File: src/rtl/alu_seq_pkg.sv
// Shared types for the 8085 ALU-group control sequencer: FSM states,
// opcode encodings and the accumulator write-back rule.
package alu_seq_pkg;

  typedef enum logic [2:0] {
    ST_IDLE    = 3'd0,
    ST_OPERAND = 3'd1,
    ST_MEM_RD  = 3'd2,
    ST_EXEC    = 3'd3,
    ST_WB      = 3'd4,
    ST_ERR     = 3'd5
  } state_t;

  localparam logic [2:0] OP_ADD = 3'd0;
  localparam logic [2:0] OP_ADC = 3'd1;
  localparam logic [2:0] OP_SUB = 3'd2;
  localparam logic [2:0] OP_SBB = 3'd3;
  localparam logic [2:0] OP_ANA = 3'd4;
  localparam logic [2:0] OP_XRA = 3'd5;
  localparam logic [2:0] OP_ORA = 3'd6;
  localparam logic [2:0] OP_CMP = 3'd7;

  // CMP only updates flags; every other ALU op also writes the accumulator.
  function automatic logic writes_acc(input logic [2:0] op);
    return (op != OP_CMP);
  endfunction

endpackage

File: src/rtl/alu_op_sequencer_wait_timer.sv
// Counts consecutive not-ready cycles of a memory read and flags the
// cycle on which the MAX_WAIT-th consecutive miss occurs.
module wait_timer #(
  parameter int MAX_WAIT = 15
) (
  input  logic clk,
  input  logic rst,
  input  logic clr,
  input  logic en,
  output logic expired
);

  localparam int W = $clog2(MAX_WAIT + 1);
  localparam logic [W-1:0] LAST = W'(MAX_WAIT - 1);

  logic [W-1:0] count;

  assign expired = en && (count == LAST);

  always_ff @(posedge clk or posedge rst) begin
    if (rst) begin
      count <= '0;
    end else if (clr) begin
      count <= '0;
    end else if (en && !expired) begin
      count <= count + 1'b1;
    end
  end

endmodule

File: src/rtl/alu_op_sequencer.sv
// Control FSM for 8085 ALU-group instructions: operand fetch (register or
// memory with READY wait states and timeout), execute and write-back.
module alu_op_sequencer
  import alu_seq_pkg::*;
#(
  parameter int MAX_WAIT = 15
) (
  input  logic       clk,
  input  logic       rst,
  input  logic       start,
  input  logic [2:0] opcode,
  input  logic       use_mem,
  input  logic       mem_ready,
  output logic       busy,
  output logic       done,
  output logic       err,
  output logic       reg_oe,
  output logic       mem_rd,
  output logic       tmp_ld,
  output logic       acc_oe,
  output logic [2:0] alu_op,
  output logic       acc_ld,
  output logic       flag_ld
);

  state_t state;
  state_t state_next;
  logic   timer_clr;
  logic   timer_en;
  logic   expired;

  // The timer is held clear outside MEM_RD, so every read starts from zero.
  assign timer_clr = (state != ST_MEM_RD);
  assign timer_en  = (state == ST_MEM_RD) && !mem_ready;

  wait_timer #(
    .MAX_WAIT(MAX_WAIT)
  ) u_wait_timer (
    .clk    (clk),
    .rst    (rst),
    .clr    (timer_clr),
    .en     (timer_en),
    .expired(expired)
  );

  always_ff @(posedge clk or posedge rst) begin
    if (rst) begin
      state <= ST_IDLE;
    end else begin
      state <= state_next;
    end
  end

  always_ff @(posedge clk or posedge rst) begin
    if (rst) begin
      alu_op <= OP_ADD;
    end else if (state == ST_IDLE && start) begin
      alu_op <= opcode;
    end
  end

  always_comb begin
    state_next = state;
    case (state)
      ST_IDLE: begin
        if (start) begin
          state_next = use_mem ? ST_MEM_RD : ST_OPERAND;
        end
      end
      ST_OPERAND: state_next = ST_EXEC;
      // A ready on the final allowed cycle still completes the read.
      ST_MEM_RD: begin
        if (mem_ready) begin
          state_next = ST_EXEC;
        end else if (expired) begin
          state_next = ST_ERR;
        end
      end
      ST_EXEC: state_next = ST_WB;
      ST_WB:   state_next = ST_IDLE;
      ST_ERR:  state_next = ST_IDLE;
      default: state_next = ST_IDLE;
    endcase
  end

  always_comb begin
    busy    = (state != ST_IDLE);
    done    = 1'b0;
    err     = 1'b0;
    reg_oe  = 1'b0;
    mem_rd  = 1'b0;
    tmp_ld  = 1'b0;
    acc_oe  = 1'b0;
    acc_ld  = 1'b0;
    flag_ld = 1'b0;
    case (state)
      ST_OPERAND: begin
        reg_oe = 1'b1;
        tmp_ld = 1'b1;
      end
      ST_MEM_RD: begin
        mem_rd = 1'b1;
        tmp_ld = mem_ready;
      end
      ST_EXEC: acc_oe = 1'b1;
      ST_WB: begin
        flag_ld = 1'b1;
        acc_ld  = writes_acc(alu_op);
        done    = 1'b1;
      end
      ST_ERR: begin
        done = 1'b1;
        err  = 1'b1;
      end
      default: ;
    endcase
  end

endmodule

File: config.mk
export PLATFORM = sky130hd
export DESIGN_NAME = alu_op_sequencer
export DESIGN_NICKNAME = d
export VERILOG_FILES = /design/src/rtl/alu_seq_pkg.sv /design/src/rtl/alu_op_sequencer_wait_timer.sv /design/src/rtl/alu_op_sequencer.sv
export SDC_FILE = /design/constraint.sdc
export NUM_CORES = 1
export LEC_CHECK = 0
export ABC_AREA = 0
export CORE_MARGIN = 3
export CORE_UTILIZATION = 30
export CTS_BUF_LIST = sky130_fd_sc_hd__clkbuf_16
export DETAILED_ROUTE_END_ITERATION = 8
export GPL_ROUTABILITY_DRIVEN = 0
export PLACE_DENSITY = 0.55
export SLEW_MARGIN = 40
export SYNTH_ARGS = -nofsm -noshare
export SYNTH_HDL_FRONTEND = slang
export SYNTH_SLANG_ARGS = --single-unit
File: constraint.sdc
create_clock -name clk -period 2 [get_ports clk]
set_clock_uncertainty 0.05 [all_clocks]
set_input_delay 0.4 -clock clk [delete_from_list [all_inputs] [get_ports clk]]
set_output_delay 0.4 -clock clk [all_outputs]
set_load 0.005 [all_outputs]
After elaboration in Yosys (flattened, before gate mapping)
Index checks and enable logic that the tools add are counted.
{"block": "word_totals", "wordCells": 40, "in_bits": 8, "output_inout_bits": 12, "reg_bits": 10}
{"block": "classes", "reduce_logical": 11, "n_eq_ne": 10, "mux": 15, "add_sub_neg": 1}
{"cell": "3-bit case mux with 4 select lines", "count": 1}
{"cell": "3-bit two-way mux", "count": 3}
{"cell": "4-bit two-way mux", "count": 2}
{"cell": "1-bit two-way mux", "count": 7}
{"cell": "3-bit by 2-bit equality test with 1-bit output (second input constant)", "count": 2}
{"cell": "3-bit equality test (second input constant)", "count": 2}
{"cell": "3-bit by 2-bit != test with 1-bit output (second input constant)", "count": 2}
{"cell": "4-bit by 1-bit adder with 4-bit output (second input constant)", "count": 1}
{"cell": "4-bit equality test (second input constant)", "count": 1}
{"cell": "1-bit logical AND", "count": 4}
{"cell": "3-bit by 1-bit equality test with 1-bit output (second input constant)", "count": 1}
{"cell": "3-bit logical NOT", "count": 1}
{"cell": "3-bit != test (second input constant)", "count": 1}
{"cell": "3-bit nonzero test", "count": 1}
{"cell": "1-bit logical NOT", "count": 2}
{"cell": "2-bit two-way mux", "count": 1}
{"cell": "2-bit != test (second input constant)", "count": 1}
{"cell": "1-bit case mux with 2 select lines", "count": 1}
{"cell": "2-bit AND reduction", "count": 1}
{"cell": "2-bit nonzero test", "count": 1}
{"cell": "2-bit OR reduction", "count": 1}

Longest topological paths before layout
Gate-level depths: netlist (run 1).
{"block": "logic_depth", "word_depth": 7, "mapped_depth": 6, "ltp_nobuf": 5}

By module
Synthesis (run 1) repeated with hierarchy kept, for this count alone.
{"block": "unflattened", "cells_unflattened": 66, "hier_area_um2": 625.6}
{"module": "alu_op_sequencer", "area_per_inst_um2": 384.1, "seq_area_each_um2": 150.1, "n_inst": 1, "cells_per_inst": 41}
{"module": "wait_timer", "area_per_inst_um2": 241.5, "seq_area_each_um2": 100.1, "n_inst": 1, "cells_per_inst": 25}

Worst setup path before layout (run 1)
Ideal clock, no wire load.
{"block": "synth_path", "path_kind": "flip-flop to output port", "startpoint": "register state[0]", "endpoint": "output mem_rd", "arrival_ps": 1048, "path_slack_ps": 502, "stages_incl_launch_ff": 5, "t_required_ps": 1550, "n_path_buf": 2, "cell_sequence": "dfrtp_1 buf_6 or3b_1 buf_6 clkinv_2"}
{"block": "synth_between", "elab_chain_cells": 2}
{"item": "start: declaration", "line_no": "alu_op_sequencer.sv:26", "rtl": "state_t state;"}
{"item": "start signal: assignment", "line_no": "alu_op_sequencer.sv:50", "rtl": "state <= state_next;"}
{"item": "3-bit by 2-bit equality test with 1-bit output", "line_no": "alu_op_sequencer.sv:96", "rtl": "case (state)"}
{"item": "1-bit two-way mux", "line_no": "alu_op_sequencer.sv:96"}
{"item": "end: declaration", "line_no": "alu_op_sequencer.sv:18", "rtl": "output logic mem_rd,"}
Every way passes these cells.

Worst setup path in the final report (run 1)
{"block": "layout_path", "startpoint": "register state[2]", "endpoint": "output reg_oe"}
{"block": "layout_between", "elab_chain_cells": 2}
{"item": "3-bit by 1-bit equality test with 1-bit output", "line_no": "alu_op_sequencer.sv:96"}
{"item": "1-bit two-way mux", "line_no": "alu_op_sequencer.sv:96"}
{"item": "end: declaration", "line_no": "alu_op_sequencer.sv:17", "rtl": "output logic reg_oe,"}
Every way passes these cells.

==> results.toml, run 1 <==
[synthesis]
netlist_area_um2 = 604
synth_edf_count = 0
synth-seq-area-share_pct = 41.4
synth_top_area_share_pct = 41.4
syn_avg_cell_area_um2 = 10.4
synth_nets = 68
yosysMostFrequentCell = "dfrtp_1"
synth_cells = 58
ys_types = 32
synth_top_area_cell = "dfrtp_1"
synthTopCellsByArea = "dfrtp_1, mux2_2, ha_1"
async_reset_ff_share_pct = 100
synth_top_flop_cell = "dfrtp_1"
ys_seq_elements = 10
yosys-top-cells-count = "dfrtp_1, inv_1, a21oi_1, mux2_2, nor2_1"
ys_warn_count = 0

[placed_design]
post-dp-hpwl_um = 975
pre_cts_ws_ps = -68.9
numPortBuffers = 19
post-place-cells = 103
placed_cell_area_um2 = 828

[setup_path]
cp_cell_sequence = "buf_4 -> nor3b_1 -> clkdlybuf4s50_1"
crit_path_max_incr_delay_ps = 520
worstPathRequired_ps = 1550
slowest_stage = "clkdlybuf4s50_1"
critPathKind = "reg2out"
crit_fanout = 4
worst_ep_arrival_time_ps = 1480
r2r_slack_ps = 400
cp-end-kind = "output port"
start_kind = "flip-flop"

[clock_network]
clock_latency_ps = 230
clkSinkCount = 10
cts_root_buf = "clkbuf_16"
htree_num_levels = 1
cts_tree = "built"
cts_buffer_depth = 2
cts_buffers = 3
clk_pin_slew_ps = 40

[layout]
finalInstanceArea_um2 = 942
drive_gt1_share_pct = 26.7
layout.cells.non_filler = 111
area_growth_pct = 55.9
antenna_cells = 0
fill_cells = 184
multi_input_area_um2 = 297
finish.net_count = 97
fin_util_pct = 51.8
regArea_um2 = 251

[power_and_ir_drop]
powerDensity_nw_per_um2 = 1410
leakagePower_nw = 0.427
p_switching_mw = 0.384
pwr-share-comb_pct = 47.4
vdd_drop_max_mv = 0.561
clkPwrFrac_pct = 26.3
power_mw = 1.33
swShare_pct = 28.9
seqPwrFrac_pct = 26.3
p_int_mw = 0.945

[routing]
totalWireLength_um = 1220
vias = 502
first_pass_iters = 3
wl_per_cell_um = 11.0
dr.first_iter.drc_count = 8
drcViolationCount = 0
avgViaCountPerCell = 4.52
drtAntennaViolNets = 0

[floorplan]
die_w_um = 50.9
fp-row-count = 15
die_area_um2 = 2590
die-height_um = 50.9
floorplan.initialDensity_pct = 33.2
core-area_um2 = 1820
ioPinCount = 20

[global_routing]
antenna_found_initial = 0
grt_usage_pct = 10.7
overflow = 0
grt_pass1_vias = 489
grt_start_max_net_pins = 11
grt_pass1_wl_um = 2040

[timing]
rsz0062_at_grt = "false"
fin_crit_sh_pct = 96.5
slew_headroom_pct = 73.0
slew_viol_final = 0
setup_viol = 0
tns_ps = 0
fin_crit_ps = 1930
tightest_slew_ps = 402
fin_ws_ps = 70.1
hold_slack_ps = 395
hold_viol = 0
clock.fmax_mhz = 518

[flow_run]
drv_cap = 0

[min_path]
hold_class = "in2async"

[outcome]
status = "finished clean"
layer usage:
layer / GRT usage [%] / up-vias / wire [µm]
met3: 3.21 / 0 / 82
met1: 12.6 / 230 / 585
li1: - / 255 / -
met4: 4.04 / 0 / 0
met5: 0 / - / 0
met2: 18.3 / 17 / 552
power groups by stage:
| stage | logic [mW] | registers, mW | clock network (mW) |
|---|---|---|---|
| after detailed placement | 0.590 | 0.353 | 0 |
| final | 0.630 | 0.350 | 0.349 |
| after floorplan | 0.354 | 0.319 | 0 |
| after global placement | 0.582 | 0.350 | 0 |
| after global routing | 0.687 | 0.364 | 0.365 |
| after CTS | 0.626 | 0.352 | 0.356 |
cell usage in the layout (no fill, tap or decap), drive strengths merged, types with 3 or more instances in the layout:
master         netlist  final
nor2                 4      4
dlygate4sd2          0      4
dfrtp               10     10
buf                  3      9
a21oi                3      3
mux2                 3      3
clkbuf               1      3
clkdlybuf4s50        0     15
inv                  6      6
kinds of logic after synthesis:
family | Yosys count | synth area share [%]
AOI/OAI and AO/OA | 9 | 11.2
xor gates and xnor gates | 1 | 1.45
adders and majority gates | 2 | 4.14
buffers and inverters | 11 | 10.4
DFF | 10 | 41.4
muxes | 4 | 7.25
and+or+nand+nor | 21 | 24.2
final timing paths:
check,start,end,cells past startpoint
max,state[2],reg_oe,3
min,rst,u_wait_timer.count[3],2
max reg2reg,state[1],alu_op[1],4
min reg2reg,alu_op[2],alu_op[2],1
max in group asynchronous,rst,state[1],2
min in group clk,alu_op[2],alu_op[2],1
repair_timing:
item,4_1_cts,5_1_grt
resized for setup,8,0
endpoints found under the setup margin,4,1
hold buffers,0,0
buffers inserted,3,1
pin swaps,0,0
layout make-up:
cell class / count / share of cell area (%)
well taps: 25 / 3.32
clock inverters: 1 / 0.398
inverters: 7 / 2.92
flip-flops and latches: 10 / 26.7
multi-input cells: 37 / 31.5
clock buffers: 3 / 7.97
repair buffers: 28 / 27.2
sequential cells by signal, indices dropped and copies added, names as in the netlist:
register            count
u_wait_timer.count      4
alu_op                  3
state                   3
worst max-delay path: cells and delay by family (launching register included):
kind                   cells  cell delay [ps]
buffers and inverters      2              670
DFF                        1              410
and+or+nand+nor            1              160
(Power assumes the default switching activity.)
==> run 2: changes to the inputs <==
ABC_AREA = 1   (was 0)
GPL_TIMING_DRIVEN = 0   (was not set)
PLACE_DENSITY = 0.56   (was 0.55)
==> run 2 against run 1 <==
Net effect: worst hold slack lost 5.8 ps; clock-buffer cell count is the same; via count grew 6.6%; synthesized area shrank 6.4%; synthesized cell count grew 24%.
==> results.toml, run 2 <==
[synthesis]
synth_top_flop_cell = "dfrtp_1"
async_reset_ff_share_pct = 100
synth-compound-area-share_pct = 8.41
synth_top_area_cell = "dfrtp_1"
synth_cells = 72
synthSimpleGateAreaFrac_pct = 33.8
ys_types = 18
netlist_area_um2 = 566
syn_avg_cell_area_um2 = 7.85
ys_seq_elements = 10
synth_nets = 82
synth_edf_count = 0
synthTopCellsByArea = "dfrtp_1, nand2_1, nand3_1"
yosys-top-cells-count = "nand2_1, dfrtp_1, nand3_1"
ys_warn_count = 0
yosysMostFrequentCell = "nand2_1"
synth-seq-area-share_pct = 44.2
synth_mux_area_share_pct = 0
synth-adder-area-share_pct = 4.42
yosys.area_share.xor_xnor_pct = 3.10
synth_top_area_share_pct = 44.2
synth_top_family_by_area = "simple AND/OR/NAND/NOR gates"

[layout]
final_cell_mix = "nand2_1, clkdlybuf4s50_1, nand3_1, dfrtp_1"
finalInstanceArea_um2 = 891
largest_register_ffs = 4
fin_util_pct = 51.0
top_register = "u_wait_timer.count"
largest_registers = "u_wait_timer.count x4, alu_op x3, state x3"
final_common_cell = "nand2_1"
area_growth_pct = 57.5
drive_gt1_share_pct = 16.5
layout.cells.non_filler = 122
antenna_cells = 0
finish.net_count = 108
fill_cells = 180

[setup_path]
cp-end-kind = "output port"
worstPathRequired_ps = 1550
start_kind = "flip-flop"
critPathKind = "reg2out"
worst_ep_arrival_time_ps = 1450
crit_fanout = 5

[global_routing]
grt_pass1_vias = 457
antenna_found_initial = 0
overflow = 0
grt_pass1_wl_um = 2000
grt_start_max_net_pins = 11
grt_usage_pct = 10.7

[timing]
tns_ps = 0
slew_headroom_pct = 74.7
hold_slack_ps = 390
fin_ws_ps = 99.2
fin_crit_ps = 1900
clock.fmax_mhz = 526
hold_viol = 0
fin_crit_sh_pct = 95.0
setup_viol = 0
rsz0062_at_grt = "false"
tightest_slew_ps = 380
slew_viol_final = 0

[placed_design]
pre_cts_ws_ps = -116
post-dp-hpwl_um = 955
numPortBuffers = 19
post-place-cells = 116
placed_cell_area_um2 = 787

[power_and_ir_drop]
leakagePower_nw = 0.458
p_int_mw = 0.844
power_mw = 1.30
clkPwrFrac_pct = 26.9
swShare_pct = 35.2
pwr-share-comb_pct = 45.8
p_switching_mw = 0.459
seqPwrFrac_pct = 27.3
powerDensity_nw_per_um2 = 1460
vdd_drop_max_mv = 1.01

[routing]
drtAntennaViolNets = 0
avgViaCountPerCell = 4.39
dr.first_iter.drc_count = 5
totalWireLength_um = 1220
wl_per_cell_um = 9.97
vias = 535
first_pass_iters = 4
drcViolationCount = 0

[clock_network]
cts_tree = "built"
cts_buffers = 3
clkSinkCount = 10
cts_buffer_depth = 2
htree_num_levels = 1
hold_buffers = 0
clock_latency_ps = 240
cts_root_buf = "clkbuf_16"
clk_pin_slew_ps = 40

[floorplan]
fp-row-count = 15
die_area_um2 = 2440
core-area_um2 = 1750
die_w_um = 49.4
floorplan.initialDensity_pct = 32.4
die-height_um = 49.4
ioPinCount = 20

[outcome]
status = "finished clean"

[flow_run]
drv_cap = 0

[min_path]
hold_class = "in2async"
-- run 2: cell families (layout without fill, tap and decap cells) --
family,count (synthesis),after routing
compound gates,8,8
simple gates,41,41
flops,10,10
xor+xnor,2,2
fa+ha+maj,2,2
buf+inv,9,34
-- run 2: layout make-up --
cell class                      instances  area (µm²)  area share [%]
Multi-Input combinational cell         53         287            32.2
Clock buffer                            3        75.1            8.43
Timing Repair Buffer                   21         208            23.3
Clock inverter                          1        3.75           0.421
Sequential cell                        10         253            28.4
Inverter                                9        33.8            3.79
Tap cell                               25        31.3            3.51
-- run 2: path summary, 6_finish.rpt --
check	cells past startpoint	start	slack (ps)	end
worst max-delay path	4	state[1]	100	reg_oe
worst min-delay path	2	rst	390	alu_op[0]
worst max register to register	6	u_wait_timer.count[0]	710	u_wait_timer.count[3]
worst min register to register	2	alu_op[0]	450	alu_op[0]
max in group asynchronous	2	rst	1220	state[0]
min in group clk	2	alu_op[0]	450	alu_op[0]
-- run 2: critical path, cell delays in order, from the launching register on --
cell and delay, ps:
dfrtp_2 440, inv_2 90, nand3_1 120, inv_1 80, clkdlybuf4s50_1 490
-- run 2: metal layers --
layer  up-vias  track usage, %  routed length (µm)  share of wire, %
li1        283               -                   -                 -
met1       240            13.8                 591                49
met2        10            16.5                 574                47
met3         2            3.67                  39               3.2
met4         0            4.15                  11              0.90
met5         -               0                   0                 0
-- run 2: timing repair --
| item | CTS | global route |
|---|---|---|
| resized for setup | 5 | 3 |
| setup buffers | 0 | 2 |
| endpoints found under the setup margin | 3 | 2 |
-- run 2: power by group through the flow --
stage               clock [mW]  sequential (mW)  combinational, mW
floorplan                    0            0.342              0.309
global placement             0            0.353              0.585
detailed placement           0            0.352              0.588
CTS                      0.358            0.360              0.583
global route             0.370            0.370              0.672
finish                   0.351            0.356              0.597
